===== config.mk =====
export PLATFORM = sky130hd
export DESIGN_NAME = multicycle_controller_flat
export DESIGN_NICKNAME = d
export VERILOG_FILES = /design/src/rtl/multicycle_controller_if.sv /design/src/rtl/multicycle_controller.sv /design/src/flat_wrapper.sv
export SDC_FILE = /design/constraint.sdc
export NUM_CORES = 1
export LEC_CHECK = 0
export CORE_MARGIN = 4
export CORE_UTILIZATION = 35
export CTS_BUF_LIST = sky130_fd_sc_hd__clkbuf_8
export DETAILED_ROUTE_END_ITERATION = 10
export PLACE_DENSITY = 0.84
export SYNTH_ARGS = -nofsm -noshare
export SYNTH_HDL_FRONTEND = slang
export SYNTH_SLANG_ARGS = --single-unit

===== constraint.sdc =====
create_clock -name clock -period 2.23 [get_ports clock]
set_input_delay 0.223 -clock clock [delete_from_list [all_inputs] [get_ports clock]]
set_output_delay 0.223 -clock clock [all_outputs]
set_load 0.02 [all_outputs]

===== src/rtl/multicycle_controller_if.sv =====
`default_nettype none
// ============================================================================
// Module      : multicycle_controller_if
// Description : Bundle between the multicycle controller and its datapath.
//               master = controller side (takes IR/flags/handshake, drives
//               control selects); slave = datapath side.
//   instruction      IR contents (cond/op/funct/rd fields)
//   alu_flags        NZCV produced by the ALU this cycle
//   mem_ready        memory access completes in a cycle where it is 1
//   pc_write .. alu_control   datapath control outputs
//   illegal          one-cycle pulse on an undefined opcode
//   state            current FSM state (debug)
// Revision    : 1.0 - initial release
// ============================================================================
interface multicycle_controller_if;
    logic [31:0] instruction;
    logic [3:0]  alu_flags;
    logic        mem_ready;
    logic        pc_write;
    logic        address_source;
    logic        memory_write;
    logic        ir_write;
    logic        register_write;
    logic        alu_source_a;
    logic [1:0]  alu_source_b;
    logic [1:0]  result_source;
    logic [1:0]  immediate_source;
    logic [1:0]  register_source;
    logic [1:0]  alu_control;
    logic        illegal;
    logic [3:0]  state;

    modport master (
        input  instruction, alu_flags, mem_ready,
        output pc_write, address_source, memory_write, ir_write,
               register_write, alu_source_a, alu_source_b, result_source,
               immediate_source, register_source, alu_control, illegal, state
    );

    modport slave (
        output instruction, alu_flags, mem_ready,
        input  pc_write, address_source, memory_write, ir_write,
               register_write, alu_source_a, alu_source_b, result_source,
               immediate_source, register_source, alu_control, illegal, state
    );
endinterface
`default_nettype wire


===== src/rtl/multicycle_controller.sv =====
`default_nettype none
// ============================================================================
// Module      : multicycle_controller
// Description : Multicycle ARM-style control unit. FSM sequences fetch,
//               decode, memory, execute, writeback and branch steps and
//               gates architectural writes with the condition check against
//               an internal NZCV register.
//   clock          sole clock, rising edge
//   reset          asynchronous, active-low
//   bus            multicycle_controller_if.master (IR, flags, handshake,
//                  datapath selects, illegal pulse, debug state)
//   retired_count  RETIRE_W-bit retired-instruction counter, present only
//                  when the macro RETIRE_COUNT_EN is defined
// Revision    : 1.0 - initial release
// ============================================================================
module multicycle_controller #(
    parameter int RETIRE_W = 32
) (
    input  logic                       clock,
    input  logic                       reset,
    multicycle_controller_if.master    bus
`ifdef RETIRE_COUNT_EN
    ,
    output logic [RETIRE_W-1:0]        retired_count
`endif
);

    localparam logic [3:0] C_FETCH    = 4'd0;
    localparam logic [3:0] C_DECODE   = 4'd1;
    localparam logic [3:0] C_MEMADR   = 4'd2;
    localparam logic [3:0] C_MEMREAD  = 4'd3;
    localparam logic [3:0] C_MEMWB    = 4'd4;
    localparam logic [3:0] C_MEMWRITE = 4'd5;
    localparam logic [3:0] C_EXECUTER = 4'd6;
    localparam logic [3:0] C_EXECUTEI = 4'd7;
    localparam logic [3:0] C_ALUWB    = 4'd8;
    localparam logic [3:0] C_BRANCH   = 4'd9;

    logic [3:0] r_state;
    logic [3:0] w_next;
    logic [3:0] r_nzcv;
    logic       w_cond_pass;

    logic [3:0] w_cond;
    logic [1:0] w_op;
    logic [5:0] w_funct;
    logic       w_rd_pc;
    logic       w_unused_bits;

    assign w_cond        = bus.instruction[31:28];
    assign w_op          = bus.instruction[27:26];
    assign w_funct       = bus.instruction[25:20];
    assign w_rd_pc       = (bus.instruction[15:12] == 4'hF);
    assign w_unused_bits = ^{bus.instruction[19:16], bus.instruction[11:0]};

    // Condition evaluation always uses the registered flags, never the
    // flags the ALU is producing in the current cycle.
    always_comb begin
        w_cond_pass = 1'b0;
        case (w_cond)
            4'b0000: w_cond_pass = r_nzcv[2];
            4'b0001: w_cond_pass = ~r_nzcv[2];
            4'b0010: w_cond_pass = r_nzcv[1];
            4'b0011: w_cond_pass = ~r_nzcv[1];
            4'b0100: w_cond_pass = r_nzcv[3];
            4'b0101: w_cond_pass = ~r_nzcv[3];
            4'b0110: w_cond_pass = r_nzcv[0];
            4'b0111: w_cond_pass = ~r_nzcv[0];
            4'b1000: w_cond_pass = r_nzcv[1] & ~r_nzcv[2];
            4'b1001: w_cond_pass = ~r_nzcv[1] | r_nzcv[2];
            4'b1010: w_cond_pass = (r_nzcv[3] == r_nzcv[0]);
            4'b1011: w_cond_pass = (r_nzcv[3] != r_nzcv[0]);
            4'b1100: w_cond_pass = ~r_nzcv[2] & (r_nzcv[3] == r_nzcv[0]);
            4'b1101: w_cond_pass = r_nzcv[2] | (r_nzcv[3] != r_nzcv[0]);
            4'b1110: w_cond_pass = 1'b1;
            default: w_cond_pass = 1'b0;
        endcase
    end

    always_comb begin
        w_next = C_FETCH;
        case (r_state)
            C_FETCH:    w_next = bus.mem_ready ? C_DECODE : C_FETCH;
            C_DECODE: begin
                case (w_op)
                    2'b00:   w_next = w_funct[5] ? C_EXECUTEI : C_EXECUTER;
                    2'b01:   w_next = C_MEMADR;
                    2'b10:   w_next = C_BRANCH;
                    default: w_next = C_FETCH;
                endcase
            end
            C_MEMADR:   w_next = w_funct[0] ? C_MEMREAD : C_MEMWRITE;
            C_MEMREAD:  w_next = bus.mem_ready ? C_MEMWB : C_MEMREAD;
            C_MEMWRITE: w_next = bus.mem_ready ? C_FETCH : C_MEMWRITE;
            C_EXECUTER: w_next = C_ALUWB;
            C_EXECUTEI: w_next = C_ALUWB;
            default:    w_next = C_FETCH;
        endcase
    end

    always_comb begin
        bus.pc_write         = 1'b0;
        bus.address_source   = 1'b0;
        bus.memory_write     = 1'b0;
        bus.ir_write         = 1'b0;
        bus.register_write   = 1'b0;
        bus.alu_source_a     = 1'b0;
        bus.alu_source_b     = 2'b00;
        bus.result_source    = 2'b00;
        bus.alu_control      = 2'b00;
        bus.illegal          = 1'b0;
        bus.immediate_source = w_op;
        bus.register_source  = {w_op == 2'b01, w_op == 2'b10};
        case (r_state)
            C_FETCH: begin
                bus.alu_source_a  = 1'b1;
                bus.alu_source_b  = 2'b10;
                bus.result_source = 2'b10;
                // Held low while reset is asserted so no IR/PC load can
                // slip through during reset.
                bus.ir_write      = bus.mem_ready & reset;
                bus.pc_write      = bus.mem_ready & reset;
            end
            C_DECODE: begin
                bus.alu_source_a  = 1'b1;
                bus.alu_source_b  = 2'b10;
                bus.result_source = 2'b10;
                bus.illegal       = (w_op == 2'b11);
            end
            C_MEMADR: begin
                bus.alu_source_b  = 2'b01;
            end
            C_MEMREAD: begin
                bus.address_source = 1'b1;
            end
            C_MEMWRITE: begin
                bus.address_source = 1'b1;
                bus.memory_write   = w_cond_pass;
            end
            C_MEMWB: begin
                bus.result_source  = 2'b01;
                bus.register_write = w_cond_pass;
                bus.pc_write       = w_cond_pass & w_rd_pc;
            end
            C_EXECUTER, C_EXECUTEI: begin
                bus.alu_source_b = (r_state == C_EXECUTEI) ? 2'b01 : 2'b00;
                case (w_funct[4:1])
                    4'b0100: bus.alu_control = 2'b00;
                    4'b0010: bus.alu_control = 2'b01;
                    4'b0000: bus.alu_control = 2'b10;
                    4'b1100: bus.alu_control = 2'b11;
                    default: bus.alu_control = 2'b00;
                endcase
            end
            C_ALUWB: begin
                bus.result_source  = 2'b00;
                bus.register_write = w_cond_pass;
                bus.pc_write       = w_cond_pass & w_rd_pc;
            end
            C_BRANCH: begin
                bus.alu_source_b       = 2'b01;
                bus.register_source[0] = 1'b1;
                bus.result_source      = 2'b10;
                bus.pc_write           = w_cond_pass;
            end
            default: begin
            end
        endcase
    end

    assign bus.state = r_state;

    always_ff @(posedge clock or negedge reset) begin
        if (!reset) begin
            r_state <= C_FETCH;
        end else begin
            r_state <= w_next;
        end
    end

    // Flags are captured only by flag-setting data-processing ops that pass.
    always_ff @(posedge clock or negedge reset) begin
        if (!reset) begin
            r_nzcv <= 4'b0000;
        end else if ((r_state == C_EXECUTER || r_state == C_EXECUTEI) &&
                     w_funct[0] && w_cond_pass) begin
            r_nzcv <= bus.alu_flags;
        end
    end

`ifdef RETIRE_COUNT_EN
    logic [RETIRE_W-1:0] r_retired;
    logic                w_retire;

    // Every completed instruction counts, condition-failed ones included;
    // the illegal path leaves from DECODE and is therefore not counted.
    assign w_retire = (w_next == C_FETCH) &&
                      (r_state == C_MEMWB || r_state == C_MEMWRITE ||
                       r_state == C_ALUWB || r_state == C_BRANCH);

    always_ff @(posedge clock or negedge reset) begin
        if (!reset) begin
            r_retired <= '0;
        end else if (w_retire) begin
            r_retired <= r_retired + {{(RETIRE_W-1){1'b0}}, 1'b1};
        end
    end

    assign retired_count = r_retired;
`else
    if (RETIRE_W < 1) begin : g_retire_w_unused
    end
`endif

endmodule
`default_nettype wire


===== src/flat_wrapper.sv =====
// flat-port wrapper written by rule: the top's interface ports become plain ports
module multicycle_controller_flat 
#(
    parameter int RETIRE_W = 32
)
  (clock, reset, bus_instruction, bus_alu_flags, bus_mem_ready, bus_pc_write, bus_address_source, bus_memory_write, bus_ir_write, bus_register_write, bus_alu_source_a, bus_alu_source_b, bus_result_source, bus_immediate_source, bus_register_source, bus_alu_control, bus_illegal, bus_state);
  multicycle_controller_if bus_i ();
  input  logic clock;
  input  logic reset;
  input wire logic [$bits(bus_i.instruction)-1:0] bus_instruction;
  input wire logic [$bits(bus_i.alu_flags)-1:0] bus_alu_flags;
  input wire logic [$bits(bus_i.mem_ready)-1:0] bus_mem_ready;
  output wire logic [$bits(bus_i.pc_write)-1:0] bus_pc_write;
  output wire logic [$bits(bus_i.address_source)-1:0] bus_address_source;
  output wire logic [$bits(bus_i.memory_write)-1:0] bus_memory_write;
  output wire logic [$bits(bus_i.ir_write)-1:0] bus_ir_write;
  output wire logic [$bits(bus_i.register_write)-1:0] bus_register_write;
  output wire logic [$bits(bus_i.alu_source_a)-1:0] bus_alu_source_a;
  output wire logic [$bits(bus_i.alu_source_b)-1:0] bus_alu_source_b;
  output wire logic [$bits(bus_i.result_source)-1:0] bus_result_source;
  output wire logic [$bits(bus_i.immediate_source)-1:0] bus_immediate_source;
  output wire logic [$bits(bus_i.register_source)-1:0] bus_register_source;
  output wire logic [$bits(bus_i.alu_control)-1:0] bus_alu_control;
  output wire logic [$bits(bus_i.illegal)-1:0] bus_illegal;
  output wire logic [$bits(bus_i.state)-1:0] bus_state;
  assign bus_i.instruction = bus_instruction;
  assign bus_i.alu_flags = bus_alu_flags;
  assign bus_i.mem_ready = bus_mem_ready;
  assign bus_pc_write = bus_i.pc_write;
  assign bus_address_source = bus_i.address_source;
  assign bus_memory_write = bus_i.memory_write;
  assign bus_ir_write = bus_i.ir_write;
  assign bus_register_write = bus_i.register_write;
  assign bus_alu_source_a = bus_i.alu_source_a;
  assign bus_alu_source_b = bus_i.alu_source_b;
  assign bus_result_source = bus_i.result_source;
  assign bus_immediate_source = bus_i.immediate_source;
  assign bus_register_source = bus_i.register_source;
  assign bus_alu_control = bus_i.alu_control;
  assign bus_illegal = bus_i.illegal;
  assign bus_state = bus_i.state;
  multicycle_controller #(.RETIRE_W(RETIRE_W)) u_core (.clock(clock), .reset(reset), .bus(bus_i));
endmodule

; ---- Yosys cells after proc, flatten, opt, wreduce, memory -nomap -nowiden
; Cells that the tools add are included.
[totals]
ff_bits = 8
latchBits = 0
out_inout_bits = 21
ram_bits = 0
n_memories = 0
inputBits = 39
mem_bits_ro = 0
word_cells = 77
[op_classes]
n_reduce_logical = 13
order_cmp = 0
shifts = 0
addsub = 0
n_div = 0
n_mul = 0
n_bitwise = 10
mux = 21
n_eq_ne = 31
[op_table]
columns = operator, count
row1 = "== test 4 bit, second input constant", 11
row2 = "== test 4 x 3 -> 1 bit, second input constant", 8
row3 = one-hot mux 4 bit (6 select lines), 1
row4 = "== test 4 x 2 -> 1 bit, second input constant", 5
row5 = one-hot mux 1 bit (15 select lines), 1
row6 = zero test 4 bit, 3
row7 = one-hot mux 2 bit (3 select lines), 2
row8 = one-hot mux 4 bit (3 select lines), 1
row9 = two-way mux 1 bit, 10
row10 = OR reduction 2 bit, 5
row11 = two-way mux 3 bit, 3
row12 = "== test 4 x 1 -> 1 bit, second input constant", 2
row13 = bitwise AND 1 bit, 4
row14 = "== test 2 bit, second input constant", 2
row15 = inverter 1 bit, 4
row16 = one-hot mux 2 bit (2 select lines), 1
row17 = one-hot mux 1 bit (3 select lines), 1
row18 = OR reduction 3 bit, 1
row19 = "== test 2 x 1 -> 1 bit, second input constant", 1
row20 = logical AND 1 bit, 2
row21 = zero test 2 bit, 1
row22 = two-way mux 2 bit, 1
row23 = bitwise OR 1 bit, 2
row24 = == test 1 bit, 1
row25 = other kinds (2), 2

; ---- Depth between registers and ports, before layout
; Gate-level depths: netlist (run 1).
[logic_depth]
ltp_word = 5
mapped_depth = 7
mapped_depth_nobuf = 6

; ---- Worst setup path after synthesis (run 1)
; Ideal clock, no wire load.
[synth_path]
path_kind = register to output
from = reg u_core.r_nzcv[0]
to = out bus_register_write
arrival_ns = 1.875
path_stages_with_launch = 7
path_buffers = 0
required_ns = 2.007
path_slack_ns = 0.132
cell_sequence = dfrtp_1 > xor2_1 > o2bb2ai_1 > xor2_1 > nand3b_1 > and3_2 > nor4_1
[synth_via]
elab_chain_cells = 4
elab_cells_between_ends = 7
classes_between = 2 x eq/ne / 2 x mux / 3 x bitwise
[synth_rtl]
columns = item, line
row1 = from (decl), multicycle_controller.sv:41  ; logic [3:0] r_nzcv;
row2 = from (signal assigned), multicycle_controller.sv:187  ; r_nzcv <= bus.alu_flags;
row3 = != test 1 bit / == test 1 bit (equally long branches), -
row4 = bitwise OR 1 bit / bitwise AND 1 bit (equally long branches), "multicycle_controller.sv:74, multicycle_controller.sv:73"
row5 = one-hot mux 1 bit (15 select lines) *, multicycle_controller.sv:60  ; case (w_cond)
row6 = two-way mux 1 bit *, multicycle_controller.sv:114  ; case (r_state)
row7 = to (decl), flat_wrapper.sv:17  ; output wire logic [$bits(bus_i.register_write)-1:0] bus_register_write;
; Mark *: on every way between the ends. The rest lies on a longest branch, timed or not.

; ---- Worst setup path after layout (run 1)
[layout_path]
from = reg u_core.r_nzcv[2]
to = out bus_register_write
[layout_via]
elab_chain_cells = 4
elab_cells_between_ends = 7
classes_between = 2 x mux / 5 x bitwise
[layout_rtl]
columns = item, line
row1 = inverter 1 bit, "multicycle_controller.sv:62, multicycle_controller.sv:69, multicycle_controller.sv:73"
row2 = "bitwise AND 1 bit, on equally long branches", "multicycle_controller.sv:73, multicycle_controller.sv:69"
row3 = one-hot mux 1 bit (15 select lines) *, multicycle_controller.sv:60
row4 = two-way mux 1 bit *, multicycle_controller.sv:114
; Marked as above.

==> results.cfg, run 1 <==
[outcome]
status = complete, no violations

[placement]
place_congestion = 0.861
dp_slack_ps = -582
io_buffers = 43
dp_hpwl_um = 2190

[sta]
fmax_ghz = 0.472
setup-violations-final = 0
fin_skew_ps = 3.46
tightest_slew_ps = 345
max_slew_margin = 0.770
fin_crit_sh = 0.950
fin_tns_setup_ps = 0
slew_viol_final = 0
final_hold_viol_count = 0
period_minus_slack_ps = 2120
finalWorstSetupSlack_ps = 111
rsz0062_at_grt = no

[worst_setup_path]
worstSetupStartpointType = flop
max_stage_delay_ps = 410
worstPathMaxFanout = 4
cpMaxStageDelayCell = dfrtp_1
cp_data_required_time_ps = 2010
endpoint_kind = output port
crit_top_cell = nand3b_1
crit_type = reg2out
worstPathArrival_ps = 1900
crit_chain = nand3b_1 > o2bb2ai_2 > xor2_1 > nand3b_1 > and3_4 > nor4_2 > buf_4

[detailed_routing]
vias = 1030
wl_per_cell_um = 14.6
dr_wl_met3_um = 168
routed_wirelength_um = 2750
maxUsedRoutingLayer = met4
wl_met1_um = 1130
drt_first_pass_iters = 4
vias_per_cell = 5.48
drc = 0
drt_iter0_markers = 29
dr_wl_met2_um = 1400
ant_nets = 0

[flow_run]
drv_cap = 0

[synthesis]
synth_top_family_by_area = simple AND/OR/NAND/NOR gates
synth_area_leaders = dfrtp_1 24%, nor3_1 6.7%, mux2_2 5.5%
syn_area_um2 = 822
yosys-mux-area-fraction = 0.0670
yosysWarnings = 0
synth_simple_gate_area_frac = 0.376
yosys.area_share.adder = 0
async_flop_share = 1.00
synth_compound_gate_area_share = 0.189
synth_nets = 145
ys_seq_area_frac = 0.244
avgSynthCellArea_um2 = 7.76
synth_area_leader_cell = dfrtp_1
yosys.cell_types.count = 37
synth_cells = 106
ys.flop_type = dfrtp_1
synth_edf_count = 0
synth_xor_area_frac = 0.0426
ys_ff_latch = 8
netlist.area_leader.share = 0.244

[clock_network]
clk_pin_slew_worst_paths_ps = 40
cts_max_path_buffers = 2
root_buffer = clkbuf_8
htreeDepth = 1
cts.sinks = 8
cts_tree = yes
cts-buffers-inserted = 3
postCtsSetupBuffers = 0
clk_latency_ps = 230

[pwr]
power_density_nw_per_um2 = 1110
vdd_drop_max_v = 0.000799
p_total_mw = 1.59
p_leak_nw = 0.643

[cells_and_area]
final_nets = 201
fillCellCount = 192
drive_above_1_share = 0.231
area_growth_pct = 73.5
antenna_cells = 0
ff_latch_area_um2 = 200
multi_input_area_um2 = 587

[die]
chipHeight_um = 56.5
start_util = 0.368
die_x_um = 56.5
die_area_um2 = 3190
rows = 17
core_area_um2 = 2230
ios = 60

[global_routing]
grt_pass1_vias = 1010
antenna_found_initial = 0
grt_max_degree = 13
grt.total_usage = 0.174
grt_pass1_wl_um = 4490
overflow = 0

[min_path]
hold_path_class = in2async
## repair_timing
action	CTS	global route
cloned	0	0
hold endpoints to repair	0	0
setup endpoints to repair	8	9
hold buffers	0	0
gates resized for setup	20	8
## final timing paths
kind | start | end | slack (ps) | cells after the start
max | u_core.r_nzcv[2] | bus_register_write | 110 | 7
min | reset | u_core.bus.state[0] | 300 | 2
max reg2reg | u_core.r_nzcv[2] | u_core.r_nzcv[3] | 120 | 8
min reg2reg | u_core.r_nzcv[1] | u_core.r_nzcv[1] | 580 | 1
max in group asynchronous | reset | u_core.r_nzcv[0] | 1800 | 2
min in group clock | u_core.r_nzcv[1] | u_core.r_nzcv[1] | 580 | 1
## layout make-up
type | instances | area share
Timing Repair Buffer | 60 | 0.387
Tap cell | 28 | 0.0246
Sequential cell | 8 | 0.140
Inverter | 3 | 0.00789
Clock buffer | 3 | 0.0289
Multi-Input combinational cell | 86 | 0.411
## metrics by stage
step	instance area, um2	cells	hold slack [ps]	utilization
after floorplan	822	106	-72.6	-
after global placement	1360	185	547	0.608
after detailed placement	1360	185	549	0.608
after CTS	1400	188	302	0.626
after global routing	1430	188	321	0.639
final	1430	188	303	0.639
## placed cells by master (no fill, tap or decap), types with 2 or more instances in the layout
master	synthesis	routed
a211oi_1	2	2
a21oi_1	8	8
buf_4	4	19
clkbuf_8	0	3
clkdlybuf4s50_1	0	34
dfrtp_1	8	8
dlygate4sd2_1	0	3
dlymetal6s2s_1	0	3
inv_1	3	3
mux2_2	4	4
nand2_1	6	6
nand2b_1	6	6
nand3b_1	2	2
nor2_1	11	11
nor2b_1	5	5
nor3_1	11	10
nor3b_1	3	3
nor4_1	3	2
o21bai_1	3	3
xor2_1	3	3
## synth_stat cells, drive strengths merged (2+ instances only)
cell type  instances
nand2b             6
nor2              11
a21oi              8
nand2              6
nor2b              5
clkbuf             4
a211oi             2
nand3b             2
inv                3
mux2               4
o21bai             3
buf                5
nor4               3
nor3b              3
dfrtp              8
xor2               3
nor3              11
## sequential cells by signal, summed over array words and instances (netlist names)
| signal | count |
|---|---|
| u_core.r_nzcv | 4 |
| u_core.bus.state | 4 |
## layer usage
layer | vias to the layer above | GRT usage
li1 | 496 | -
met2 | 44 | 0.312
met3 | 5 | 0.0276
met1 | 485 | 0.203
met5 | - | 0
met4 | 0 | 0.0678
## worst max-delay path, delay by kind of cell (launching register included)
family / cells / cell delay, ps
buffers and inverters: 1 / 180
AO/OA/AOI/OAI: 1 / 180
flip-flops: 1 / 410
AND/OR/NAND/NOR: 4 / 750
XOR/XNOR: 1 / 150
## power by group
group / switching [mW] / internal (mW) / total, mW
clock network: 0.0581 / 0.117 / 0.175
registers: 0.0996 / 0.211 / 0.310
logic: 0.562 / 0.539 / 1.10
## kinds of logic after synthesis
kind of cell,after synthesis
AOI/OAI and AO/OA,22
xor gates and xnor gates,4
buffers and inverters,12
DFF,8
muxes,5
and+or+nand+nor,55
No activity file was read; power rests on OpenSTA's default activity.
==> inputs of run 2 (changes only) <==
--- a/config.mk
+++ b/config.mk
@@ -6,10 +6,10 @@
 export NUM_CORES = 1
 export LEC_CHECK = 0
 export CORE_MARGIN = 4
-export CORE_UTILIZATION = 35
+export CORE_UTILIZATION = 32
 export CTS_BUF_LIST = sky130_fd_sc_hd__clkbuf_8
 export DETAILED_ROUTE_END_ITERATION = 10
-export PLACE_DENSITY = 0.84
+export PLACE_DENSITY = 0.81
 export SYNTH_ARGS = -nofsm -noshare
 export SYNTH_HDL_FRONTEND = slang
 export SYNTH_SLANG_ARGS = --single-unit
==> constraint.sdc (replaced) <==
create_clock -name clock -period 1.92 [get_ports clock]
set_input_delay 0.192 -clock clock [delete_from_list [all_inputs] [get_ports clock]]
set_output_delay 0.192 -clock clock [all_outputs]
set_load 0.02 [all_outputs]
==> run 2 against run 1 <==
Effect of this change:
- clock skew fell by 2.9 ps
- critical endpoint is now bus_pc_write
- utilization decreased by 1.5 points
- power grew 22%
- the run now ends with negative setup slack left
- wire length is 0.40% higher
- die area increased by 8.0%
- sequential share of layout area decreased by 0.80 points
==> results.cfg, run 2 (synthesis results as in run 1) <==
[outcome]
violations = negative setup slack
status = complete, but fails checks

[placement]
place_congestion = 0.833
dp_hpwl_um = 2240
postPlaceCellArea_um2 = 1440
post-place-cells = 196
dp_slack_ps = -752
io_buffers = 43

[min_path]
hold_path_class = in2async

[clock_network]
root_buffer = clkbuf_8
clk_pin_slew_worst_paths_ps = 40
clk_latency_ps = 230
cts.sinks = 8
cts_hold_buffers = 0
cts-buffers-inserted = 3
cts_tree = yes
htreeDepth = 1
cts_max_path_buffers = 2

[detailed_routing]
vias_per_cell = 5.15
routed_wirelength_um = 2760
drt_iter0_markers = 16
drt_first_pass_iters = 4
drc = 0
vias = 1035
ant_nets = 0
wl_per_cell_um = 13.7

[worst_setup_path]
worstPathArrival_ps = 1920
critPathBufInv = 1
worstPathMaxFanout = 5
crit_start = u_core.r_nzcv[3]
timing.reg2reg.setup_slack_ps = -160
endpoint_kind = output port
crit_type = reg2out
critPathCapture = bus_pc_write
cp_num_cells = 7
worstSetupStartpointType = flop
r2r_end = u_core.r_nzcv[0]
r2r_start = u_core.r_nzcv[0]
cpMaxStageDelayCell = dfrtp_2
crit_chain = a21o_2 > a22oi_1 > nor3b_2 > nor3_2 > and3_4 > o21bai_1 > buf_4
rr_worst_depth = 9
cp_data_required_time_ps = 1730
path_delay_family = simple AND/OR/NAND/NOR gates
max_stage_delay_ps = 430

[cells_and_area]
stdcell_area_um2 = 1530
final_common_cell = buf_4
antenna_cells = 0
final_nets = 212
mostFrequentLayoutCells = 31 x buf_4, 27 x clkdlybuf4s50_1, 13 x dlygate4sd2_1
fin_cells = 201
drive_above_1_share = 0.322
area_growth_pct = 86.3

[die]
die_x_um = 58.7
core_area_um2 = 2450
start_util = 0.335
ios = 60
rows = 18
die_area_um2 = 3440
chipHeight_um = 58.7

[global_routing]
grtUsageMet2 = 0.311
grt_use_met1 = 0.176
grt.total_usage = 0.157
antenna_found_initial = 0
grt_max_degree = 11
grt_pass1_vias = 1046
top_usage_layer = met2
use_met3 = 0.0175
overflow = 0
grt_pass1_wl_um = 4360

[sta]
max_slew_margin = 0.809
finalWorstSetupSlack_ps = -192
fin_crit_sh = 1.10
slew_viol_final = 0
tightest_slew_ps = 286
fmax_ghz = 0.473
fin_tns_setup_ps = -1100
final_hold_viol_count = 0
setup-violations-final = 7
fin_skew_ps = 0.529
period_minus_slack_ps = 2110
rsz0062_at_grt = yes

[pwr]
vdd_drop_max_v = 0.000792
power_density_nw_per_um2 = 1270
p_total_mw = 1.94
p_leak_nw = 0.689

[flow_run]
drv_cap = 0
-- run 2: cell count changes in the layout (fill, tap and decap cells not counted), sizes merged --
| cell | change |
|---|---|
| buf | +11 |
| dlymetal6s2s | -3 |
| clkdlybuf4s50 | -7 |
| dlygate4sd2 | +10 |
-- run 2: final cells by class --
cell class / instances / area [um2]
tap: 30 / 37.5
timing repair buffer: 71 / 617
multi-input combinational: 86 / 622
clock buffer: 3 / 41.3
fill: 229 / 923
sequential: 8 / 203
inverter: 3 / 11.3
-- run 2: through the flow --
| stage | hold WS [ps] | util |
|---|---|---|
| 5_1_grt | 317 | 0.624 |
| 6_report | 304 | 0.624 |
| 4_1_cts | 306 | 0.599 |
| 2_1_floorplan | -104 | - |
| 3_3_place_gp | 548 | 0.585 |
| 3_5_place_dp | 547 | 0.585 |
-- run 2: layer usage --
layer,up-vias,part of all wire
met1,491,0.39
met5,-,0
met4,0,0.0051
met3,2,0.062
met2,30,0.54
li1,512,-
-- run 2: what timing repair did --
action,4_1_cts,5_1_grt
pin swaps,8,4
endpoints found under the setup margin,18,8
resized for setup,32,11
hold endpoints to repair,0,0
buffers inserted,2,1
-- run 2: where the power goes --
group | internal (mW) | switching [mW] | leakage, nW | total (mW)
registers | 0.249 | 0.0994 | 0.102 | 0.349
clock network | 0.136 | 0.0676 | 0.0216 | 0.204
logic | 0.676 | 0.712 | 0.566 | 1.39
-- run 2: how the worst min path moves through the flow --
stage	end	slack, ps	cells past startpoint
CTS	u_core.bus.state[2]	310	2
global placement	u_core.r_nzcv[2]	550	2
finish	u_core.r_nzcv[0]	300	2
detailed placement	u_core.r_nzcv[0]	550	2
global route	u_core.bus.state[1]	320	2
floorplan	u_core.bus.state[0]	-100	0
-- run 2: worst reg2reg max path, cell delays in order, from the launching register on --
cell,delay [ps]
dfrtp_1,390
buf_4,150
o21bai_1,140
a22oi_1,140
nor3b_2,220
nor3_2,80
buf_4,140
a311oi_2,190
buf_4,180
mux2_2,330
